--- src/rtl/rr_arbiter_8way_pkg.sv ---
// Shared constants and types for the 8-way round-robin arbiter.
package rr_arbiter_8way_pkg;

  localparam int unsigned NUM_WAYS = 8;
  localparam int unsigned IDX_W    = 3;

  typedef enum logic {
    ST_IDLE    = 1'b0,
    ST_GRANTED = 1'b1
  } state_e;

  // Last-served index out of reset; 7 makes line 0 win first.
  localparam logic [IDX_W-1:0] RESET_LAST_IDX = 3'd7;

  function automatic logic [NUM_WAYS-1:0] onehot8(input logic [IDX_W-1:0] idx);
    logic [NUM_WAYS-1:0] v;
    v = '0;
    v[idx] = 1'b1;
    return v;
  endfunction

endpackage

--- src/rtl/rr_arbiter_8way_if.sv ---
// Request/grant bundle between the 8 bus masters and the arbiter.
interface rr_arbiter_8way_if;
  import rr_arbiter_8way_pkg::*;

  logic [NUM_WAYS-1:0] req;
  logic                done;
  logic [NUM_WAYS-1:0] grant;
  logic                grant_valid;
  logic [IDX_W-1:0]    grant_idx;
  logic                any_req;
  logic                timeout;

  // Requester side
  modport master (
    output req, done,
    input  grant, grant_valid, grant_idx, any_req, timeout
  );

  // Arbiter side
  modport slave (
    input  req, done,
    output grant, grant_valid, grant_idx, any_req, timeout
  );

endinterface

--- src/rtl/rr_arbiter_8way_pick8.sv ---
// Combinational round-robin pick: first set request after last_idx, wrapping mod 8.
module rr_pick8
  import rr_arbiter_8way_pkg::*;
(
  input  logic [NUM_WAYS-1:0] req,
  input  logic [IDX_W-1:0]    last_idx,
  output logic [IDX_W-1:0]    pick_idx,
  output logic                pick_valid
);

  logic [IDX_W-1:0]    offset;
  logic [NUM_WAYS-1:0] rot;
  logic [IDX_W-1:0]    prio;

  assign offset = last_idx + IDX_W'(1);

  // Rotate right by offset; 3-bit index arithmetic wraps naturally.
  always_comb begin
    rot = '0;
    for (int i = 0; i < NUM_WAYS; i++) begin
      logic [IDX_W-1:0] src;
      src    = IDX_W'(i) + offset;
      rot[i] = req[src];
    end
  end

  // Fixed priority, lowest rotated position wins.
  always_comb begin
    prio = '0;
    for (int i = NUM_WAYS - 1; i >= 0; i--) begin
      if (rot[i]) prio = IDX_W'(i);
    end
  end

  assign pick_idx   = prio + offset;
  assign pick_valid = |req;

endmodule

--- src/rtl/rr_arbiter_8way.sv ---
// 8-requester round-robin arbiter with registered one-hot grant and optional hold timeout.
module rr_arbiter_8way
  import rr_arbiter_8way_pkg::*;
#(
  parameter int unsigned MAX_HOLD = 0,
  parameter int unsigned CNT_W    = 8
) (
  input logic              clk,
  input logic              rst_n,
  rr_arbiter_8way_if.slave bus
);

  localparam logic [CNT_W-1:0] HOLD_LAST = CNT_W'((MAX_HOLD == 0) ? 0 : MAX_HOLD - 1);
  localparam bit               HOLD_EN   = (MAX_HOLD != 0);

  state_e              state_q, state_d;
  logic [NUM_WAYS-1:0] grant_q, grant_d;
  logic                valid_q, valid_d;
  logic [IDX_W-1:0]    idx_q, idx_d;
  logic [IDX_W-1:0]    last_q, last_d;
  logic [CNT_W-1:0]    hold_q, hold_d;
  logic                timeout_q, timeout_d;

  logic [IDX_W-1:0]    pick_idx;
  logic                pick_valid;
  logic                owner_req;
  logic                hold_hit;
  logic                release_now;

  rr_pick8 u_pick (
    .req        (bus.req),
    .last_idx   (last_q),
    .pick_idx   (pick_idx),
    .pick_valid (pick_valid)
  );

  assign owner_req   = bus.req[idx_q];
  assign hold_hit    = HOLD_EN && (hold_q == HOLD_LAST);
  assign release_now = bus.done || !owner_req || hold_hit;

  always_ff @(posedge clk or negedge rst_n) begin
    if (!rst_n) begin
      state_q   <= ST_IDLE;
      grant_q   <= '0;
      valid_q   <= 1'b0;
      idx_q     <= '0;
      last_q    <= RESET_LAST_IDX;
      hold_q    <= '0;
      timeout_q <= 1'b0;
    end else begin
      state_q   <= state_d;
      grant_q   <= grant_d;
      valid_q   <= valid_d;
      idx_q     <= idx_d;
      last_q    <= last_d;
      hold_q    <= hold_d;
      timeout_q <= timeout_d;
    end
  end

  // Next state and next registered outputs.
  always_comb begin
    state_d   = state_q;
    grant_d   = grant_q;
    valid_d   = valid_q;
    idx_d     = idx_q;
    last_d    = last_q;
    hold_d    = hold_q;
    timeout_d = 1'b0;

    unique case (state_q)
      ST_IDLE: begin
        if (pick_valid) begin
          grant_d = onehot8(pick_idx);
          valid_d = 1'b1;
          idx_d   = pick_idx;
          last_d  = pick_idx;
          hold_d  = '0;
          state_d = ST_GRANTED;
        end
      end
      ST_GRANTED: begin
        if (release_now) begin
          grant_d   = '0;
          valid_d   = 1'b0;
          state_d   = ST_IDLE;
          // Flag a forced release only when nothing else would have released.
          timeout_d = hold_hit && !bus.done && owner_req;
        end else if (hold_q != '1) begin
          hold_d = hold_q + CNT_W'(1);
        end
      end
      default: state_d = ST_IDLE;
    endcase
  end

  assign bus.grant       = grant_q;
  assign bus.grant_valid = valid_q;
  assign bus.grant_idx   = idx_q;
  assign bus.timeout     = timeout_q;
  assign bus.any_req     = |bus.req;

endmodule

--- src/flat_wrapper.sv ---
// flat-port wrapper written by rule: the top's interface ports become plain ports
module rr_arbiter_8way_flat import rr_arbiter_8way_pkg::*;
#(
  parameter int unsigned MAX_HOLD = 0,
  parameter int unsigned CNT_W    = 8
)
  (clk, rst_n, bus_req, bus_done, bus_grant, bus_grant_valid, bus_grant_idx, bus_any_req, bus_timeout);
  rr_arbiter_8way_if bus_i ();
  input logic clk;
  input logic rst_n;
  input wire logic [$bits(bus_i.req)-1:0] bus_req;
  input wire logic [$bits(bus_i.done)-1:0] bus_done;
  output wire logic [$bits(bus_i.grant)-1:0] bus_grant;
  output wire logic [$bits(bus_i.grant_valid)-1:0] bus_grant_valid;
  output wire logic [$bits(bus_i.grant_idx)-1:0] bus_grant_idx;
  output wire logic [$bits(bus_i.any_req)-1:0] bus_any_req;
  output wire logic [$bits(bus_i.timeout)-1:0] bus_timeout;
  assign bus_i.req = bus_req;
  assign bus_i.done = bus_done;
  assign bus_grant = bus_i.grant;
  assign bus_grant_valid = bus_i.grant_valid;
  assign bus_grant_idx = bus_i.grant_idx;
  assign bus_any_req = bus_i.any_req;
  assign bus_timeout = bus_i.timeout;
  rr_arbiter_8way #(.MAX_HOLD(MAX_HOLD), .CNT_W(CNT_W)) u_core (.clk(clk), .rst_n(rst_n), .bus(bus_i));
endmodule
--- config.mk ---
export PLATFORM = sky130hd
export DESIGN_NAME = rr_arbiter_8way_flat
export DESIGN_NICKNAME = d
export VERILOG_FILES = /design/src/rtl/rr_arbiter_8way_pkg.sv /design/src/rtl/rr_arbiter_8way_if.sv /design/src/rtl/rr_arbiter_8way_pick8.sv /design/src/rtl/rr_arbiter_8way.sv /design/src/flat_wrapper.sv
export SDC_FILE = /design/constraint.sdc
export NUM_CORES = 1
export LEC_CHECK = 0
export CAP_MARGIN = 5
export CORE_MARGIN = 3
export CORE_UTILIZATION = 34
export CTS_BUF_LIST = sky130_fd_sc_hd__clkbuf_2 sky130_fd_sc_hd__clkbuf_4 sky130_fd_sc_hd__clkbuf_8
export DETAILED_ROUTE_END_ITERATION = 16
export HOLD_SLACK_MARGIN = 0.12
export PLACE_DENSITY = 0.62
export SLEW_MARGIN = 10
export SYNTH_ARGS = -nofsm -noshare
export SYNTH_HDL_FRONTEND = slang
export SYNTH_SLANG_ARGS = --single-unit
--- constraint.sdc ---
create_clock -name clk -period 5.6 [get_ports clk]
set_clock_uncertainty 0.2 [all_clocks]
set_input_delay 1.12 -clock clk [delete_from_list [all_inputs] [get_ports clk]]
set_output_delay 1.12 -clock clk [all_outputs]
set_load 0.02 [all_outputs]
==> flow_metrics.env, run 1 <==
export IMPL_outcome="finished clean"
export IMPL_synth_top_family_by_area="simple AND/OR/NAND/NOR gates"
export IMPL_crit_family="adder cells"
export IMPL_slowest_stage="dfstp_2"
export IMPL_synth_simple_gate_area_frac=0.236
export IMPL_route_met2_wl_um=1700
export IMPL_period_share=0.849
export IMPL_cts_resized_gates=0
export IMPL_io_buffers=23
export IMPL_cts_hold_buf=0
export IMPL_synth_top_area_frac=0.207
export IMPL_rows=24
export IMPL_top_layer="met4"
export IMPL_path_clk_slew_ns=0.06
export IMPL_syn_area_per_cell_um2=9.47
export IMPL_final_hold_viol_count=0
export IMPL_antenna_found_initial=0
export IMPL_ant_nets=0
export IMPL_ios=25
export IMPL_worstSetupPathType="reg2reg"
export IMPL_route_detailed_drc=0
export IMPL_yosysUniqueCellTypes=52
export IMPL_die_w_um=74.0
export IMPL_period_needed_ns=4.75
export IMPL_synth_compound_area_frac=0.181
export IMPL_drt_wl_total_um=3630
export IMPL_synthTopCellsByArea="dfrtp_1 21%, mux4_2 13%, nand2_1 5.7%"
export IMPL_gp_congestion=0.902
export IMPL_slew_violations=0
export IMPL_die_y_um=74.0
export IMPL_synth_edff_count=0
export IMPL_track_usage=0.139
export IMPL_vias=1387
export IMPL_htreeDepth=1
export IMPL_synth_fp_nets=181
export IMPL_synth_area_mux_share=0.193
export IMPL_met1_length_um=1760
export IMPL_core_um2=4410
export IMPL_n_antenna_cell=0
export IMPL_ff2ff_setup_slack_ns=0.85
export IMPL_dieArea_um2=5480
export IMPL_critPathArrivalTime_ns=4.69
export IMPL_start_util=0.356
export IMPL_synthXorXnorAreaFrac=0.0422
export IMPL_syn_area_um2=1570
export IMPL_drive_above_1_share=0.147
export IMPL_ys_warn_count=0
export IMPL_final_nets=200
export IMPL_cts_root_buf="clkbuf_8"
export IMPL_worst_path_buf_inv=2
export IMPL_rsz0062_at_grt="no"
export IMPL_synth_adder_area_share=0.0366
export IMPL_dp_hpwl_um=2850
export IMPL_fin_tns_setup_ns=0
export IMPL_cts_made_buffers=3
export IMPL_final_common_cell="nand2_1"
export IMPL_synth_ff_type="dfrtp_1"
export IMPL_cts_setup_buffers=0
export IMPL_grt_max_degree=19
export IMPL_slew_headroom=0.433
export IMPL_end_kind="flop"
export IMPL_synth_seq_cells=16
export IMPL_clock_sinks=16
export IMPL_grt_overflow_total=0
export IMPL_syn_inst=166
export IMPL_yosysSeqAreaShare=0.257
export IMPL_worstPathCellList="inv_1 -> ha_1 -> buf_4 -> mux4_2 -> mux2_2 -> o32ai_1 -> a221oi_1 -> ha_1 -> fa_1 -> xnor2_1 -> nor2_1 -> and3_1 -> a221o_1"
export IMPL_cp_data_required_time_ns=5.53
export IMPL_setup_viol=0
export IMPL_clk_latency_ns=0.25
export IMPL_tritoncts="done"
export IMPL_detail_route_wl_per_cell_um=15.4
export IMPL_worst_pin_slew_ns=0.845
export IMPL_crit_path_max_incr_delay_ns=0.75
export IMPL_fillCellCount=431
export IMPL_grt_pass1_wl_um=6000
export IMPL_max_freq_mhz=210
export IMPL_start_kind="flop"
export IMPL_syn2layout_area_growth_pct=19.1
export IMPL_drt_iter0_drc=91
export IMPL_grt_pass1_vias=1304
export IMPL_cp_common_cell="ha_1"
export IMPL_routed_wl_met3_um=145
export IMPL_cts_path_max_buffers=2
export IMPL_crit_fanout=18
export IMPL_mostFrequentLayoutCells="24 x nand2_1, 23 x clkdlybuf4s50_1, 13 x dfrtp_1"
export IMPL_viasPerCell=5.88
export IMPL_hp_class="reg2reg"
export IMPL_synthArstFlopShare=1.00
export IMPL_synth_top_area_cell="dfrtp_1"
export IMPL_cap_violations=0
export IMPL_dr_pass1_iters=4
[per-stage QoR]
stage	util	hold slack, ns	std cells	worst slack, ns	instance area (µm²)
3_5_place_dp	0.412	0.261	232	0.633	1820
4_1_cts	0.424	0.278	236	0.823	1870
5_1_grt	0.424	0.303	236	0.506	1870
2_1_floorplan	-	0.250	166	0.962	1570
6_report	0.424	0.271	236	0.845	1870
3_3_place_gp	0.412	0.261	232	0.660	1820
[area by class of cell]
cell class                      count  area [µm²]  area share
Clock buffer                        4        55.1      0.0294
Inverter                            4        15.0     0.00802
Multi-Input combinational cell    135        1090       0.581
Sequential cell                    16         404       0.216
Tap cell                           52        65.1      0.0347
Timing Repair Buffer               25         245       0.131
[sequential cells by signal, indices dropped and copies added (netlist names)]
signal / count
u_core.bus.grant: 8
u_core.bus.grant_idx: 3
u_core.last_q: 3
u_core.state_q: 1
u_core.bus.grant_valid: 1
[final timing paths]
| check | cells after the start | end | from |
|---|---|---|---|
| max in group asynchronous | 1 | u_core.bus.grant[1]$_DFFE_PN0P_ | rst_n |
| setup reg to reg | 13 | u_core.bus.grant[7]$_DFFE_PN0P_ | u_core.last_q[0]$_DFFE_PN1P_ |
| hold / removal | 2 | u_core.bus.grant_valid$_DFFE_PN0P_ | u_core.bus.grant_valid$_DFFE_PN0P_ |
| setup / recovery | 13 | u_core.bus.grant[7]$_DFFE_PN0P_ | u_core.last_q[0]$_DFFE_PN1P_ |
| min in group asynchronous | 1 | u_core.bus.grant[5]$_DFFE_PN0P_ | rst_n |
| hold reg to reg | 2 | u_core.bus.grant_valid$_DFFE_PN0P_ | u_core.bus.grant_valid$_DFFE_PN0P_ |
[worst register-to-register path, stage by stage (launching register included)]
cell	delay [ns]
dfstp_2	0.75
inv_1	0.15
ha_1	0.52
buf_4	0.26
mux4_2	0.34
mux2_2	0.31
o32ai_1	0.29
a221oi_1	0.13
ha_1	0.21
fa_1	0.41
xnor2_1	0.41
nor2_1	0.11
and3_1	0.24
a221o_1	0.32
[metal layers]
| metal | global-route usage | vias up |
|---|---|---|
| li1 | - | 684 |
| met1 | 0.198 | 662 |
| met2 | 0.222 | 36 |
| met3 | 0.0284 | 5 |
| met4 | 0.0241 | 0 |
| met5 | 0 | - |
[synth_stat cells (3+ instances only)]
library cell  count
a221oi_1          4
mux4_2            9
xnor2_1           4
mux2i_1           3
nand3_1           8
mux2_2            4
nor2_1            7
clkbuf_1          4
nor4_1            8
a21oi_1           5
or3_1             5
nand2_1          24
o21ai_0           4
inv_1             4
dfstp_2           3
ha_1              3
a22oi_1           3
nor3_1            8
dfrtp_1          13
[kinds of logic (layout without fill, tap and decap cells)]
| family | count (synthesis) | after routing |
|---|---|---|
| flip-flops | 16 | 16 |
| multiplexers | 17 | 17 |
| AO/OA/AOI/OAI | 35 | 35 |
| adder cells (fa/ha/maj) | 4 | 4 |
| XOR/XNOR | 6 | 6 |
| other | 1 | 1 |
| buffers and inverters | 15 | 33 |
| AND/OR/NAND/NOR | 72 | 72 |
Power of run 1 is not shown: default switching activity piles up to over one toggle a cycle in this logic, so the estimate is an artifact.
==> run 2: changes to the inputs <==
- PLACE_DENSITY: 0.62 -> 0.64
- clock period: 5.6 -> 4.25 ns (I/O delays scaled with it)
==> run 2 against run 1 <==
Against the previous run: hold slack better by 0.0083 ns; final cell count up 11%; count of clock-buffer cells in the layout unchanged; core utilization up 6.3 points; largest cell class unchanged.
==> flow_metrics.env, run 2 (synthesized netlist as in run 1, its figures left out) <==
export IMPL_stdcell_area_um2=2150
export IMPL_worstSetupPathType="in2reg"
export IMPL_outcome="finished clean"
export IMPL_final_hold_viol_count=0
export IMPL_crit_fanout=6
export IMPL_slew_violations=0
export IMPL_die_y_um=74.0
export IMPL_worst_pin_slew_ns=0.808
export IMPL_critPathArrivalTime_ns=4.06
export IMPL_gp_congestion=0.919
export IMPL_cts_made_buffers=3
export IMPL_path_clk_slew_ns=0.06
export IMPL_max_freq_mhz=243
export IMPL_ant_nets=0
export IMPL_dr_pass1_iters=4
export IMPL_cts_root_buf="clkbuf_8"
export IMPL_syn2layout_area_growth_pct=36.8
export IMPL_critical_path_startpoint="bus_req[2]"
export IMPL_vias=1478
export IMPL_r2r_end="u_core.bus.grant[7]$_DFFE_PN0P_"
export IMPL_grt_pass1_vias=1402
export IMPL_cap_violations=0
export IMPL_instances_no_fill=261
export IMPL_worstPathCellList="clkdlybuf4s50_1 -> mux4_2 -> mux2_2 -> o32ai_2 -> a221oi_2 -> ha_2 -> fa_2 -> xnor2_2 -> nor2_1 -> and3_1 -> o31a_1 -> a221o_1"
export IMPL_final_common_cell="buf_4"
export IMPL_fin_ws_ns=0.128
export IMPL_mostFrequentLayoutCells="27 x buf_4, 23 x nand2_1, 18 x clkdlybuf4s50_1"
export IMPL_cts_hold_buf=0
export IMPL_place_ws_ns=-0.258
export IMPL_ios=25
export IMPL_end_kind="flop"
export IMPL_period_needed_ns=4.12
export IMPL_track_usage=0.154
export IMPL_period_share=0.970
export IMPL_cts_path_max_buffers=2
export IMPL_crit_end="u_core.bus.grant[7]$_DFFE_PN0P_"
export IMPL_viasPerCell=5.66
export IMPL_core_um2=4410
export IMPL_tritoncts="done"
export IMPL_drt_iter0_drc=58
export IMPL_rows=24
export IMPL_hp_class="reg2reg"
export IMPL_dp_cells=257
export IMPL_setup_viol=0
export IMPL_slowest_stage="mux4_2"
export IMPL_final_nets=225
export IMPL_dp_hpwl_um=3050
export IMPL_placed_area_um2=2030
export IMPL_route_detailed_drc=0
export IMPL_clk_latency_ns=0.25
export IMPL_htreeDepth=1
export IMPL_start_kind="primary input"
export IMPL_slew_headroom=0.457
export IMPL_n_antenna_cell=0
export IMPL_detail_route_wl_per_cell_um=15.1
export IMPL_antenna_found_initial=0
export IMPL_fillCellCount=417
export IMPL_largest_reg_flops=8
export IMPL_drt_wl_total_um=3940
export IMPL_drive_above_1_share=0.316
export IMPL_io_buffers=23
export IMPL_grt_pass1_wl_um=6650
export IMPL_die_w_um=74.0
export IMPL_grt_max_degree=18
export IMPL_ff2ff_setup_slack_ns=0.20
export IMPL_cp_data_required_time_ns=4.18
export IMPL_dieArea_um2=5480
export IMPL_regToRegStartpoint="u_core.last_q[0]$_DFFE_PN1P_"
export IMPL_reg2regPathDepth=15
export IMPL_grt_overflow_total=0
export IMPL_start_util=0.356
export IMPL_clock_sinks=16
export IMPL_crit_path_max_incr_delay_ns=0.53
[run 2: changes by cell type in the layout (fill, tap and decap cells not counted), sizes merged]
cell           before  now
dlymetal6s2s        0    5
clkdlybuf4s50      23   18
buf                 2   27
[run 2: layer usage]
layer  routed length, µm  share of wire  track usage  up-vias
li1                    -              -            -      733
met1                1950           0.50        0.226      710
met2                1840           0.47        0.237       33
met3                 137          0.035       0.0284        2
met4                   8         0.0020       0.0302        0
met5                   0              0            0        -
[run 2: per-stage QoR]
stage	utilization	setup TNS (ns)	hold WS, ns
after floorplan	-	0	0.250
after global placement	0.460	-1.19	0.260
after detailed placement	0.460	-1.73	0.269
after CTS	0.472	0	0.286
after global routing	0.487	-0.00228	0.300
final	0.487	0	0.279
[run 2: worst max-delay path, delay by kind of cell]
kind / cells / cell delay [ns]
adder cells (fa/ha/maj): 2 / 0.61
AND/OR/NAND/NOR: 2 / 0.29
multiplexers: 2 / 0.84
AO/OA/AOI/OAI: 4 / 0.74
buffers and inverters: 1 / 0.49
XOR/XNOR: 1 / 0.25
[run 2: how the worst min path moves through the flow]
stage	startpoint	to	slack [ns]	cells after the start
detailed placement	u_core.bus.grant_valid$_DFFE_PN0P_	u_core.bus.grant_valid$_DFFE_PN0P_	0.27	2
CTS	u_core.last_q[1]$_DFFE_PN1P_	u_core.last_q[1]$_DFFE_PN1P_	0.29	2
floorplan	u_core.last_q[1]$_DFFE_PN1P_	u_core.last_q[1]$_DFFE_PN1P_	0.25	2
global placement	u_core.bus.grant_valid$_DFFE_PN0P_	u_core.bus.grant_valid$_DFFE_PN0P_	0.26	2
global route	u_core.bus.grant_valid$_DFFE_PN0P_	u_core.bus.grant_valid$_DFFE_PN0P_	0.30	2
finish	u_core.bus.grant_valid$_DFFE_PN0P_	u_core.bus.grant_valid$_DFFE_PN0P_	0.28	2
[run 2: area by class of cell]
cell class	instances	area (µm²)	area share
Sequential cell	16	404	0.188
Clock buffer	4	55.1	0.0256
Inverter	4	15.0	0.00698
Multi-Input combinational cell	135	1170	0.542
Timing Repair Buffer	50	445	0.207
Tap cell	52	65.1	0.0303
[run 2: repair_timing]
item                                    4_1_cts  5_1_grt
gates resized for setup                       0       16
buffers inserted                              0        0
hold endpoints to repair                      0        0
endpoints found under the setup margin        0       10
Power of run 2 is left out for the same reason.
==> run 3: changes to the inputs <==
--- a/config.mk
+++ b/config.mk
@@ -8,2 +8,3 @@
 export CAP_MARGIN = 5
+export CORE_ASPECT_RATIO = 1.25
 export CORE_MARGIN = 3
@@ -14,2 +15,3 @@
 export PLACE_DENSITY = 0.64
+export SETUP_SLACK_MARGIN = 0.3
 export SLEW_MARGIN = 10
==> constraint.sdc (replaced) <==
create_clock -name clk -period 4.25 [get_ports clk]
set_clock_uncertainty 0.2 [all_clocks]
set_input_delay 0.425 -clock clk [delete_from_list [all_inputs] [get_ports clk]]
set_output_delay 0.425 -clock clk [all_outputs]
set_load 0.02 [all_outputs]
==> run 3 against run 2 <==
Against the previous run: register-to-register slack gained 0.04 ns; cell area grew 4.4%; sequential share of layout area shrank 0.79 points; highest routed layer unchanged.
==> flow_metrics.env, run 3 (synthesized netlist as in run 1, its figures left out) <==
export IMPL_viasPerCell=6.19
export IMPL_critPathArrivalTime_ns=3.95
export IMPL_mostFrequentLayoutCells="23 x clkdlybuf4s50_1, 21 x nand2_1, 17 x buf_4"
export IMPL_hp_class="reg2reg"
export IMPL_cp_data_required_time_ns=4.19
export IMPL_min_delay_start="u_core.bus.grant_valid$_DFFE_PN0P_"
export IMPL_drt_iter0_drc=89
export IMPL_worstSetupPathType="reg2reg"
export IMPL_die_w_um=66.8
export IMPL_fillCellCount=390
export IMPL_n_antenna_cell=0
export IMPL_clk_latency_ns=0.25
export IMPL_clock_sinks=16
export IMPL_crit_fanout=8
export IMPL_dr_pass1_iters=4
export IMPL_grt_overflow_total=0
export IMPL_die_y_um=82.0
export IMPL_gr_usage_met1=0.194
export IMPL_fin_tns_setup_ns=0
export IMPL_period_share=0.943
export IMPL_end_kind="flop"
export IMPL_ios=25
export IMPL_max_freq_mhz=250
export IMPL_io_buffers=23
export IMPL_worst_pin_slew_ns=0.959
export IMPL_cts_hold_buf=0
export IMPL_slew_violations=0
export IMPL_cts_path_max_buffers=2
export IMPL_grt_pass1_wl_um=7290
export IMPL_start_kind="flop"
export IMPL_start_util=0.355
export IMPL_rows=27
export IMPL_htreeDepth=1
export IMPL_drt_wl_total_um=4690
export IMPL_regToRegStartpoint="u_core.last_q[0]$_DFFE_PN1P_"
export IMPL_grt_max_degree=18
export IMPL_tritoncts="done"
export IMPL_cts_root_buf="clkbuf_8"
export IMPL_dp_hpwl_um=3140
export IMPL_cap_violations=0
export IMPL_final_hold_viol_count=0
export IMPL_met3_usage=0.0219
export IMPL_core_um2=4430
export IMPL_slew_headroom=0.355
export IMPL_antenna_found_initial=0
export IMPL_final_nets=218
export IMPL_rsz0062_at_grt="yes"
export IMPL_ant_nets=0
export IMPL_grt_pass1_vias=1597
export IMPL_cts_made_buffers=3
export IMPL_outcome="finished clean"
export IMPL_track_usage=0.170
export IMPL_syn2layout_area_growth_pct=42.7
export IMPL_drive_above_1_share=0.406
export IMPL_gp_congestion=0.908
export IMPL_route_detailed_drc=0
export IMPL_grt_busiest_layer="met2"
export IMPL_dieArea_um2=5480
export IMPL_critical_path_startpoint="u_core.last_q[0]$_DFFE_PN1P_"
export IMPL_period_needed_ns=4.01
export IMPL_path_clk_slew_ns=0.07
export IMPL_detail_route_wl_per_cell_um=18.1
export IMPL_largest_reg_flops=8
export IMPL_vias=1609
export IMPL_setup_viol=0
export IMPL_use_met2=0.312
export IMPL_final_common_cell="clkdlybuf4s50_1"
run 3: cell types whose count changed in the layout (fill, tap and decap cells not counted), moves of 3 or more:
cell             previous run  this run
buf_4                      27        17
clkdlybuf4s50_1            18        23
dlymetal6s2s_1              5         0
nor2_1                      6         3
nor2_4                      0         3
run 3: worst paths after layout:
| check | end | slack (ns) | depth (start not counted) |
|---|---|---|---|
| setup / recovery | u_core.bus.grant[7]$_DFFE_PN0P_ | 0.24 | 12 |
| hold / removal | u_core.bus.grant_valid$_DFFE_PN0P_ | 0.29 | 2 |
| setup reg to reg | u_core.bus.grant[7]$_DFFE_PN0P_ | 0.24 | 12 |
| hold reg to reg | u_core.bus.grant_valid$_DFFE_PN0P_ | 0.29 | 2 |
| max in group asynchronous | u_core.bus.grant_idx[0]$_DFFE_PN0P_ | 2.98 | 1 |
| min in group asynchronous | u_core.bus.grant[4]$_DFFE_PN0P_ | 0.41 | 1 |
run 3: layer usage:
| metal | part of all wire | vias to the layer above |
|---|---|---|
| met5 | 0 | - |
| met2 | 0.51 | 90 |
| met1 | 0.39 | 764 |
| li1 | - | 723 |
| met4 | 0.045 | 0 |
| met3 | 0.059 | 32 |
run 3: metrics by stage:
stage	setup slack (ns)	cell area (µm²)	hold WS [ns]	instances	utilization
2_1_floorplan	0.111	1670	-0.0706	166	-
3_3_place_gp	0.125	1920	0.260	240	0.433
3_5_place_dp	0.0831	1920	0.277	240	0.433
4_1_cts	0.292	2080	0.293	254	0.471
5_1_grt	0.0844	2240	0.329	260	0.507
6_report	0.244	2240	0.288	260	0.507
run 3: area by class of cell:
cell class,count,area (µm²),share of cell area
multi-input cells,135,1310,0.582
repair buffers,43,388,0.173
well taps,58,72.6,0.0323
flip-flops and latches,16,404,0.180
clock buffers,4,55.1,0.0245
inverters,4,17.5,0.00780
run 3: critical path, stage by stage, from the launching register on:
cell	delay, ns
dfstp_2	0.56
inv_4	0.05
ha_4	0.30
buf_4	0.12
mux4_2	0.54
or3_1	0.43
mux2_4	0.29
o31a_4	0.13
a21oi_2	0.14
fa_2	0.56
and3_4	0.23
o31a_1	0.09
a221o_1	0.25
run 3: what timing repair did:
item	4_1_cts	5_1_grt
resized for setup	10	26
gates cloned	0	0
setup endpoints to repair	10	10
pin swaps	10	11
buffers inserted	10	6
Power of run 3 is left out for the same reason.
